[config.mk]
export PLATFORM = sky130hd
export DESIGN_NAME = writeback_arbiter_flat
export DESIGN_NICKNAME = d
export VERILOG_FILES = /design/src/rtl/cpu_pkg.sv /design/src/rtl/writeback_arbiter_if.sv /design/src/rtl/writeback_arbiter_load_extend.sv /design/src/rtl/writeback_arbiter.sv /design/src/flat_wrapper.sv
export SDC_FILE = /design/constraint.sdc
export NUM_CORES = 1
export LEC_CHECK = 0
export CELL_PAD_IN_SITES_DETAIL_PLACEMENT = 1
export CELL_PAD_IN_SITES_GLOBAL_PLACEMENT = 1
export CORE_MARGIN = 3
export CORE_UTILIZATION = 30
export CTS_CLUSTER_DIAMETER = 100
export DETAILED_ROUTE_END_ITERATION = 8
export PLACE_DENSITY = 0.85
export SLEW_MARGIN = 10
export SYNTH_ARGS = -nofsm -noshare
export SYNTH_HDL_FRONTEND = slang
export SYNTH_SLANG_ARGS = --single-unit
[constraint.sdc]
create_clock -name clk -period 4.73 [get_ports clk]
set_input_delay 0.946 -clock clk [delete_from_list [all_inputs] [get_ports clk]]
set_output_delay 0.946 -clock clk [all_outputs]
set_load 0.005 [all_outputs]
[src/rtl/cpu_pkg.sv]
// Shared CPU definitions: register file geometry defaults and load size encodings.
package cpu_pkg;

  localparam int unsigned REGISTER_NUM   = 32;
  localparam int unsigned REGISTER_WIDTH = 32;

  typedef enum logic [1:0] {
    SIZE_BYTE = 2'd0,
    SIZE_HALF = 2'd1,
    SIZE_WORD = 2'd2,
    SIZE_RSVD = 2'd3
  } ld_size_e;

  // Register address width; a single-register file still needs one address bit.
  function automatic int unsigned addr_width(input int unsigned num);
    return (num > 1) ? $clog2(num) : 1;
  endfunction

endpackage

[src/rtl/writeback_arbiter_if.sv]
// Writeback bundle: ALU and load producer handshakes plus the register array write port.
interface writeback_arbiter_if #(
    parameter int unsigned register_num   = cpu_pkg::REGISTER_NUM,
    parameter int unsigned register_width = cpu_pkg::REGISTER_WIDTH
);

    localparam int unsigned AW = cpu_pkg::addr_width(register_num);

    logic                      alu_valid;
    logic                      alu_ready;
    logic [AW-1:0]             alu_rd;
    logic [register_width-1:0] alu_data;

    logic                      ld_valid;
    logic                      ld_ready;
    logic [AW-1:0]             ld_rd;
    logic [31:0]               ld_data;
    logic [1:0]                ld_size;
    logic [1:0]                ld_offset;
    logic                      ld_unsigned;

    logic                      write_enable;
    logic [AW-1:0]             write_reg_address;
    logic [register_width-1:0] write_data;
    logic [3:0]                starve_count;

    // Arbiter side.
    modport slave (
        input  alu_valid, alu_rd, alu_data,
        output alu_ready,
        input  ld_valid, ld_rd, ld_data, ld_size, ld_offset, ld_unsigned,
        output ld_ready,
        output write_enable, write_reg_address, write_data, starve_count
    );

    // Producer / register array side.
    modport master (
        output alu_valid, alu_rd, alu_data,
        input  alu_ready,
        output ld_valid, ld_rd, ld_data, ld_size, ld_offset, ld_unsigned,
        input  ld_ready,
        input  write_enable, write_reg_address, write_data, starve_count
    );

endinterface

[src/rtl/writeback_arbiter_load_extend.sv]
// Purely combinational load lane select and sign/zero extension to register width.
module load_extend
    import cpu_pkg::*;
#(
    parameter int unsigned register_width = REGISTER_WIDTH
) (
    input  logic [31:0]               ld_data,
    input  logic [1:0]                ld_size,
    input  logic [1:0]                ld_offset,
    input  logic                      ld_unsigned,
    output logic [register_width-1:0] ext_data
);

    logic [7:0]  byte_lane;
    logic [15:0] half_lane;
    logic        fill;

    always_comb begin
        byte_lane = ld_data[{ld_offset, 3'b000} +: 8];
        // Half loads ignore offset bit 0: misaligned halves read the aligned half.
        half_lane = ld_data[{ld_offset[1], 4'b0000} +: 16];
        fill      = 1'b0;
        ext_data  = '0;
        case (ld_size)
            SIZE_BYTE: begin
                fill           = !ld_unsigned && byte_lane[7];
                ext_data       = {register_width{fill}};
                ext_data[7:0]  = byte_lane;
            end
            SIZE_HALF: begin
                fill           = !ld_unsigned && half_lane[15];
                ext_data       = {register_width{fill}};
                ext_data[15:0] = half_lane;
            end
            default: begin
                fill           = !ld_unsigned && ld_data[31];
                ext_data       = {register_width{fill}};
                ext_data[31:0] = ld_data;
            end
        endcase
    end

endmodule

[src/rtl/writeback_arbiter.sv]
// Writeback arbiter: merges ALU and load results into one registered register-file write per cycle.
module writeback_arbiter
    import cpu_pkg::*;
#(
    parameter int unsigned register_num     = REGISTER_NUM,
    parameter int unsigned register_width   = REGISTER_WIDTH,
    parameter int unsigned starve_limit     = 4,
    parameter bit          zero_reg_discard = 1'b1
) (
    input  logic              clk,
    input  logic              rst,
    writeback_arbiter_if.slave wb
);

    localparam int unsigned AW = addr_width(register_num);
    localparam logic [3:0]  LIMIT = 4'(starve_limit);

    logic [3:0]                counter;
    logic                      force_alu;
    logic                      ld_xfer;
    logic                      alu_xfer;
    logic [register_width-1:0] ld_ext;

    logic                      sel_xfer;
    logic                      sel_we;
    logic [AW-1:0]             sel_rd;
    logic [register_width-1:0] sel_data;

    load_extend #(
        .register_width(register_width)
    ) u_load_extend (
        .ld_data    (wb.ld_data),
        .ld_size    (wb.ld_size),
        .ld_offset  (wb.ld_offset),
        .ld_unsigned(wb.ld_unsigned),
        .ext_data   (ld_ext)
    );

    // Readies are gated by reset so neither producer sees an accept while rst is low.
    always_comb begin
        force_alu    = wb.alu_valid && (counter == LIMIT);
        wb.ld_ready  = rst && !force_alu;
        wb.alu_ready = rst && (!wb.ld_valid || force_alu);
        ld_xfer      = wb.ld_valid && wb.ld_ready;
        alu_xfer     = wb.alu_valid && wb.alu_ready;
    end

    always_comb begin
        sel_xfer = ld_xfer || alu_xfer;
        sel_rd   = ld_xfer ? wb.ld_rd : wb.alu_rd;
        sel_data = ld_xfer ? ld_ext : wb.alu_data;
        sel_we   = sel_xfer && !(zero_reg_discard && (sel_rd == '0));
    end

    always_ff @(posedge clk or negedge rst) begin
        if (!rst) begin
            counter <= '0;
        end else if (!wb.alu_valid || alu_xfer) begin
            counter <= '0;
        end else if (counter != LIMIT) begin
            counter <= counter + 4'd1;
        end
    end

    always_ff @(posedge clk or negedge rst) begin
        if (!rst) begin
            wb.write_enable      <= 1'b0;
            wb.write_reg_address <= '0;
            wb.write_data        <= '0;
        end else if (sel_xfer) begin
            wb.write_enable      <= sel_we;
            wb.write_reg_address <= sel_rd;
            wb.write_data        <= sel_data;
        end else begin
            wb.write_enable      <= 1'b0;
        end
    end

    always_comb wb.starve_count = counter;

endmodule

[src/flat_wrapper.sv]
// flat-port wrapper written by rule: the top's interface ports become plain ports
module writeback_arbiter_flat import cpu_pkg::*;
#(
    parameter int unsigned register_num     = REGISTER_NUM,
    parameter int unsigned register_width   = REGISTER_WIDTH,
    parameter int unsigned starve_limit     = 4,
    parameter bit          zero_reg_discard = 1'b1
)
  (clk, rst, wb_alu_valid, wb_alu_rd, wb_alu_data, wb_alu_ready, wb_ld_valid, wb_ld_rd, wb_ld_data, wb_ld_size, wb_ld_offset, wb_ld_unsigned, wb_ld_ready, wb_write_enable, wb_write_reg_address, wb_write_data, wb_starve_count);
  writeback_arbiter_if #(.register_num(register_num), .register_width(register_width)) wb_i ();
  input  logic clk;
  input  logic rst;
  input wire logic [$bits(wb_i.alu_valid)-1:0] wb_alu_valid;
  input wire logic [$bits(wb_i.alu_rd)-1:0] wb_alu_rd;
  input wire logic [$bits(wb_i.alu_data)-1:0] wb_alu_data;
  output wire logic [$bits(wb_i.alu_ready)-1:0] wb_alu_ready;
  input wire logic [$bits(wb_i.ld_valid)-1:0] wb_ld_valid;
  input wire logic [$bits(wb_i.ld_rd)-1:0] wb_ld_rd;
  input wire logic [$bits(wb_i.ld_data)-1:0] wb_ld_data;
  input wire logic [$bits(wb_i.ld_size)-1:0] wb_ld_size;
  input wire logic [$bits(wb_i.ld_offset)-1:0] wb_ld_offset;
  input wire logic [$bits(wb_i.ld_unsigned)-1:0] wb_ld_unsigned;
  output wire logic [$bits(wb_i.ld_ready)-1:0] wb_ld_ready;
  output wire logic [$bits(wb_i.write_enable)-1:0] wb_write_enable;
  output wire logic [$bits(wb_i.write_reg_address)-1:0] wb_write_reg_address;
  output wire logic [$bits(wb_i.write_data)-1:0] wb_write_data;
  output wire logic [$bits(wb_i.starve_count)-1:0] wb_starve_count;
  assign wb_i.alu_valid = wb_alu_valid;
  assign wb_i.alu_rd = wb_alu_rd;
  assign wb_i.alu_data = wb_alu_data;
  assign wb_alu_ready = wb_i.alu_ready;
  assign wb_i.ld_valid = wb_ld_valid;
  assign wb_i.ld_rd = wb_ld_rd;
  assign wb_i.ld_data = wb_ld_data;
  assign wb_i.ld_size = wb_ld_size;
  assign wb_i.ld_offset = wb_ld_offset;
  assign wb_i.ld_unsigned = wb_ld_unsigned;
  assign wb_ld_ready = wb_i.ld_ready;
  assign wb_write_enable = wb_i.write_enable;
  assign wb_write_reg_address = wb_i.write_reg_address;
  assign wb_write_data = wb_i.write_data;
  assign wb_starve_count = wb_i.starve_count;
  writeback_arbiter #(.register_num(register_num), .register_width(register_width), .starve_limit(starve_limit), .zero_reg_discard(zero_reg_discard)) u_core (.clk(clk), .rst(rst), .wb(wb_i));
endmodule
# After elaboration in Yosys (flattened, before gate mapping)
# Cells that the tools add are included.
[word_totals]
register_bits = 42
latchBits = 0
ramBits = 0
romBits = 0
input_bits = 83
wordCells = 35
n_memories = 0
[op_classes]
addsub = 1
n_mul = 0
n_div = 0
magnitude_cmp = 0
eq_ne = 3
shifts = 2
n_mux = 6
bitwise = 0
reduce_logical = 19
[op_table]
columns = ["cell", "n"]
rows = [
  ["$pmux W32 S2", 1],
  ["$mux W32", 1],
  ["$shiftx A32 B6 Y16", 1],
  ["$shiftx A32 B6 Y8", 1],
  ["$logic_and A1 B1 Y1", 8],
  ["$mux W4", 2],
  ["$logic_not A1 Y1", 5],
  ["$logic_not A5 Y1", 1],
  ["$mux W5", 1],
  ["$add A4 B1 Y4 const B", 1],
  ["$eq A4 B3 Y1 const B", 1],
  ["$ne A4 B3 Y1 const B", 1],
  ["$logic_or A1 B1 Y1", 3],
  ["$eq A2 B1 Y1 const B", 1],
  ["$logic_not A2 Y1", 1],
  ["$reduce_bool A2 Y1", 1],
  ["$mux W1", 1],
]

# Longest topological paths before layout
[logic_depth]
word_depth = 10
ltp_mapped = 8

# By module
# Synthesis repeated with hierarchy kept, for this count alone.
[unflattened]
hier_cells = 328
area_unflattened_um2 = 2965.3
[by_module_without_submodules]
columns = ["module", "instances", "cells_per_inst", "area_per_inst_um2", "seq_area_each_um2"]
rows = [
  ["writeback_arbiter", 1, 211, 2250.9, 1051.0],
  ["load_extend", 1, 117, 714.4, 0.0],
]

# Worst setup path after synthesis
# No wires, ideal clock.
[synth_timing]
kind = "input-to-output"
startpoint = "input wb_alu_valid"
endpoint = "output wb_alu_ready"
arrival_ns = 1.437
t_required_ns = 3.784
setup_slack_ns = 2.347
path_stages = 3
n_path_buf = 1
cell_sequence = "buf_2 -> nand4b_1 -> a21boi_0"
[synth_via]
elab_chain_cells = 3
[synth_rtl]
columns = ["item", "line", "text"]
rows = [
  ["start: declaration", "flat_wrapper.sv:13", "input wire logic [$bits(wb_i.alu_valid)-1:0] wb_alu_valid;"],
  ["$logic_and A1 B1 Y1", "writeback_arbiter.sv:41", "force_alu = wb.alu_valid && (counter == LIMIT);"],
  ["$logic_or A1 B1 Y1", "writeback_arbiter.sv:43", "wb.alu_ready = rst && (!wb.ld_valid || force_alu);"],
  ["$logic_and A1 B1 Y1", "writeback_arbiter.sv:43", ""],
  ["end: declaration", "flat_wrapper.sv:16", "output wire logic [$bits(wb_i.alu_ready)-1:0] wb_alu_ready;"],
]
# Every way passes these cells.

# Worst setup path in the final report
# Same ends and word-level chain as after synthesis.

==> results.md <==
- The post-detailed-routing wire length is 8.71 mm.
- The number of antenna diodes in the final layout is 0.
- The biggest area consumer among synthesized cells is dfrtp_1.
- Across all setup checks in the final design, the least slack found is 1.24 ns.
- The root buffer cell chosen for the clock tree is clkbuf_8.
- In the post-synthesis netlist, the biggest area contributors are dfrtp_1 (44%), nand2_1 (5.3%), o22ai_1 (4.2%), a21oi_1 (3.7%), a31oi_1 (3.6%).
- The total of fill cells in the finished design is 903.
- The tree built by TritonCTS fans out to 42 sinks.
- The clock tree from TritonCTS is built.
- Routability-driven placement finished with a final weighted congestion of 0.787.
- The clock arrives with 0.00311 ns of skew.
- The analysis attributes to cell leakage a power of 1.51 nW.
- The total negative setup slack is 0 ns.
- The number of primary I/O pins is 127.
- Clock latency on the worst-skew pair, taken at its later pin, is 0.30 ns.
- The number of warnings issued by yosys is 0.
- The type of origin of the critical path is a primary input.
- After technology mapping, the gate count stands at 259.
- The total congestion overflow is 0.
- VDD sags by at most 0.000125 V.
- The overall die height is 95.6 um.
- Data on the critical path is required at its endpoint by 3.78 ns.
- The clock-pin slew of the registers on the worst-case setup and hold paths is 0.08 ns.
- Measured against its own limit, the worst slew margin works out to 47.9%.
- The wire-length estimate of the detail-placed layout is 6.88 mm.
- The most common flop cell mapped by yosys is dfrtp_1.
- The routed design could run at a clock period as short as 3.49 ns.
- The clock tree synthesis step divided the H-tree into 2 levels.
- The utilization of the core after routing is 49.4%.
- Post-CTS timing repair inserted 0 buffers for setup.
- Clock tree synthesis inserted a total of 5 buffers.
- The maximum frequency from static timing analysis is 287 MHz.
- Counting distinct cell types in the post-synthesis netlist gives 44.
- The number of port buffers is 126.
- In this run the mean area of a mapped cell was 9.29 um^2.
- The number of flip-flops and latches in the synthesized netlist is 42.
- Sequential elements use 43.7% of the synthesized area.
- Entering global routing, the biggest net connects 52 pins.
- The completed layout was analyzed and its total power is 1.05 mW.
- The floorplan core area is 0.00777 mm^2.
- The maximum buffer depth of the clock tree is 2.
- After clock tree synthesis, the repair step resized 0 gates.
- The final-report max-slew violation count is 0.
- STA puts the critical path data arrival time at 2.54 ns.
- The hold-fix buffer count after cts is 0.
- The flow ran to the end, and the final reports show no timing, DRC or antenna violations.
- The number of hold violations in the final report is 0.
- The via count is 2,555.
- Leaving out fill and tap cells, the most frequent cells in the layout are clkdlybuf4s50_1 (125), dfrtp_1 (42), nand2_1 (34).
- The worst hold-check path type is register to register.
- The number of nets produced by synthesis is 344.
- The leading cell type in the layout, fill and taps excluded is clkdlybuf4s50_1.
- The category of the worst setup path capture point is an output port.
- By startpoint and endpoint, the worst setup path is classified as primary input to output port.
- The detailed router's first-iteration violation count is 169.
- The proportion of netlist area held by the largest area contributor is 43.7%.
- The via count of the first global-routing pass is 2,715.
- Once the floorplan was initialized, standard cells occupied 31.0% of the core.
- The number of max-cap violations is 0.
- For this run, design rule violations remaining after detail routing come to 0.
- The post-synthesis to final-layout area growth is 59.3%.
- Setup repair after global routing left no endpoint under its margin.
- The post-synthesis instance area is 0.00241 mm^2.
- The total number of placement rows is 32.
- The worst setup slack before clock tree synthesis is 1.27 ns.
- The final setup violation count is 0.
- The number of antenna-violating nets in the routed design is 0.
- The ratio of total power to cell area is 275 mW/mm^2.
- The average wire per cell in the routed design is 18.2 um.
- Using the TritonRoute via totals, the vias-per-cell ratio works out to 5.35.
- The final critical-path share of the clock period is 73.8%.
- The maximum net fanout on the critical path is 8.
- In this run, synthesis inferred 0 flip-flops with an integrated enable.
- The floorplan step set the die width to 95.6 um.
- The wire length of the first global-routing pass is 14.0 mm.
- After the last flow step, the layout net total stands at 460.
- The total iterations of the first detailed-routing run is 6.
- The share of flip-flops with an asynchronous set or reset after synthesis is 100%.
- The initial antenna violation count is 0.
- At the pin with the least slew margin, the transition time is 0.779 ns.
- The area of the die is 0.00914 mm^2.
- The total track usage is 19.6%.
- The post-route netlist has 7.45% of its cells at a drive strength greater than 1.
[final timing paths]
kind	start	end	slack (ns)	depth (start not counted)
worst max-delay path	wb_alu_valid	wb_alu_ready	1.24	4
worst min-delay path	u_core.wb.write_data[0]$_DFFE_PN0P_	u_core.wb.write_data[0]$_DFFE_PN0P_	0.51	2
worst max register to register	u_core.wb.starve_count[0]$_DFFE_PN0P_	u_core.wb.write_data[29]$_DFFE_PN0P_	2.79	6
worst min register to register	u_core.wb.write_data[0]$_DFFE_PN0P_	u_core.wb.write_data[0]$_DFFE_PN0P_	0.51	2
max in group asynchronous	rst	u_core.wb.write_data[27]$_DFFE_PN0P_	3.51	2
min in group asynchronous	rst	u_core.wb.write_enable$_DFF_PN0_	0.81	2
[report_power, final]
| part | total, mW | internal, mW | leakage (nW) | switching [mW] |
|---|---|---|---|---|
| registers | 0.438 | 0.407 | 0.498 | 0.0304 |
| clock network | 0.286 | 0.156 | 0.0579 | 0.130 |
| logic | 0.331 | 0.202 | 0.954 | 0.129 |
[area by class of cell]
cell class | instances | area (um^2) | share of cell area (%)
sequential | 42 | 1050 | 27.4
tap | 102 | 128 | 3.33
timing repair buffer | 131 | 1290 | 33.7
clock inverter | 3 | 40.0 | 1.04
multi-input combinational | 184 | 1210 | 31.6
inverter | 11 | 41.3 | 1.08
clock buffer | 5 | 68.8 | 1.80
[sequential cells by signal, indices dropped and copies added (netlist names)]
register                     flops
u_core.wb.write_enable           1
u_core.wb.starve_count           4
u_core.wb.write_data            32
u_core.wb.write_reg_address      5
[Yosys cell counts, drive strengths merged (3+ instances only)]
library cell / instances
a21oi: 19
mux2i: 3
mux2: 7
nor3: 4
a221oi: 9
o211ai: 9
nor3b: 4
o22ai: 17
dfrtp: 42
nand3: 10
clkbuf: 10
o21ai: 5
nand2: 34
inv: 11
a222oi: 7
a31oi: 14
nor2b: 3
a221o: 8
nor2: 10
buf: 12
[routing by layer]
metal / vias up / routed length, um / global-route usage (%)
met2: 90 / 4370 / 33.6
met5: - / 0 / 0
li1: 1218 / - / -
met1: 1238 / 3600 / 25.2
met4: 0 / 102 / 4.74
met3: 9 / 642 / 4.26
[worst max-delay path, stage by stage]
cell	delay [ns]
clkdlybuf4s50_1	0.65
nand4b_1	0.21
a21boi_0	0.21
clkdlybuf4s50_1	0.52
[logic make-up after synthesis]
family                   Yosys count  share of synthesized area (%)
adder cells (fa/ha/maj)            2                           1.04
AND/OR/NAND/NOR                   77                           15.6
AO/OA/AOI/OAI                     94                           28.2
buffers and inverters             33                           6.03
flip-flops                        42                           43.7
multiplexers                      11                           5.46
[stage by stage]
step | hold slack [ns] | cell area (um^2) | instances
5_1_grt | 0.542 | 3830 | 478
3_5_place_dp | 0.500 | 3720 | 470
4_1_cts | 0.524 | 3830 | 478
3_3_place_gp | 0.482 | 3720 | 470
2_1_floorplan | 0.491 | 2410 | 259
6_report | 0.513 | 3830 | 478
No activity file was read; power rests on OpenSTA's default activity.
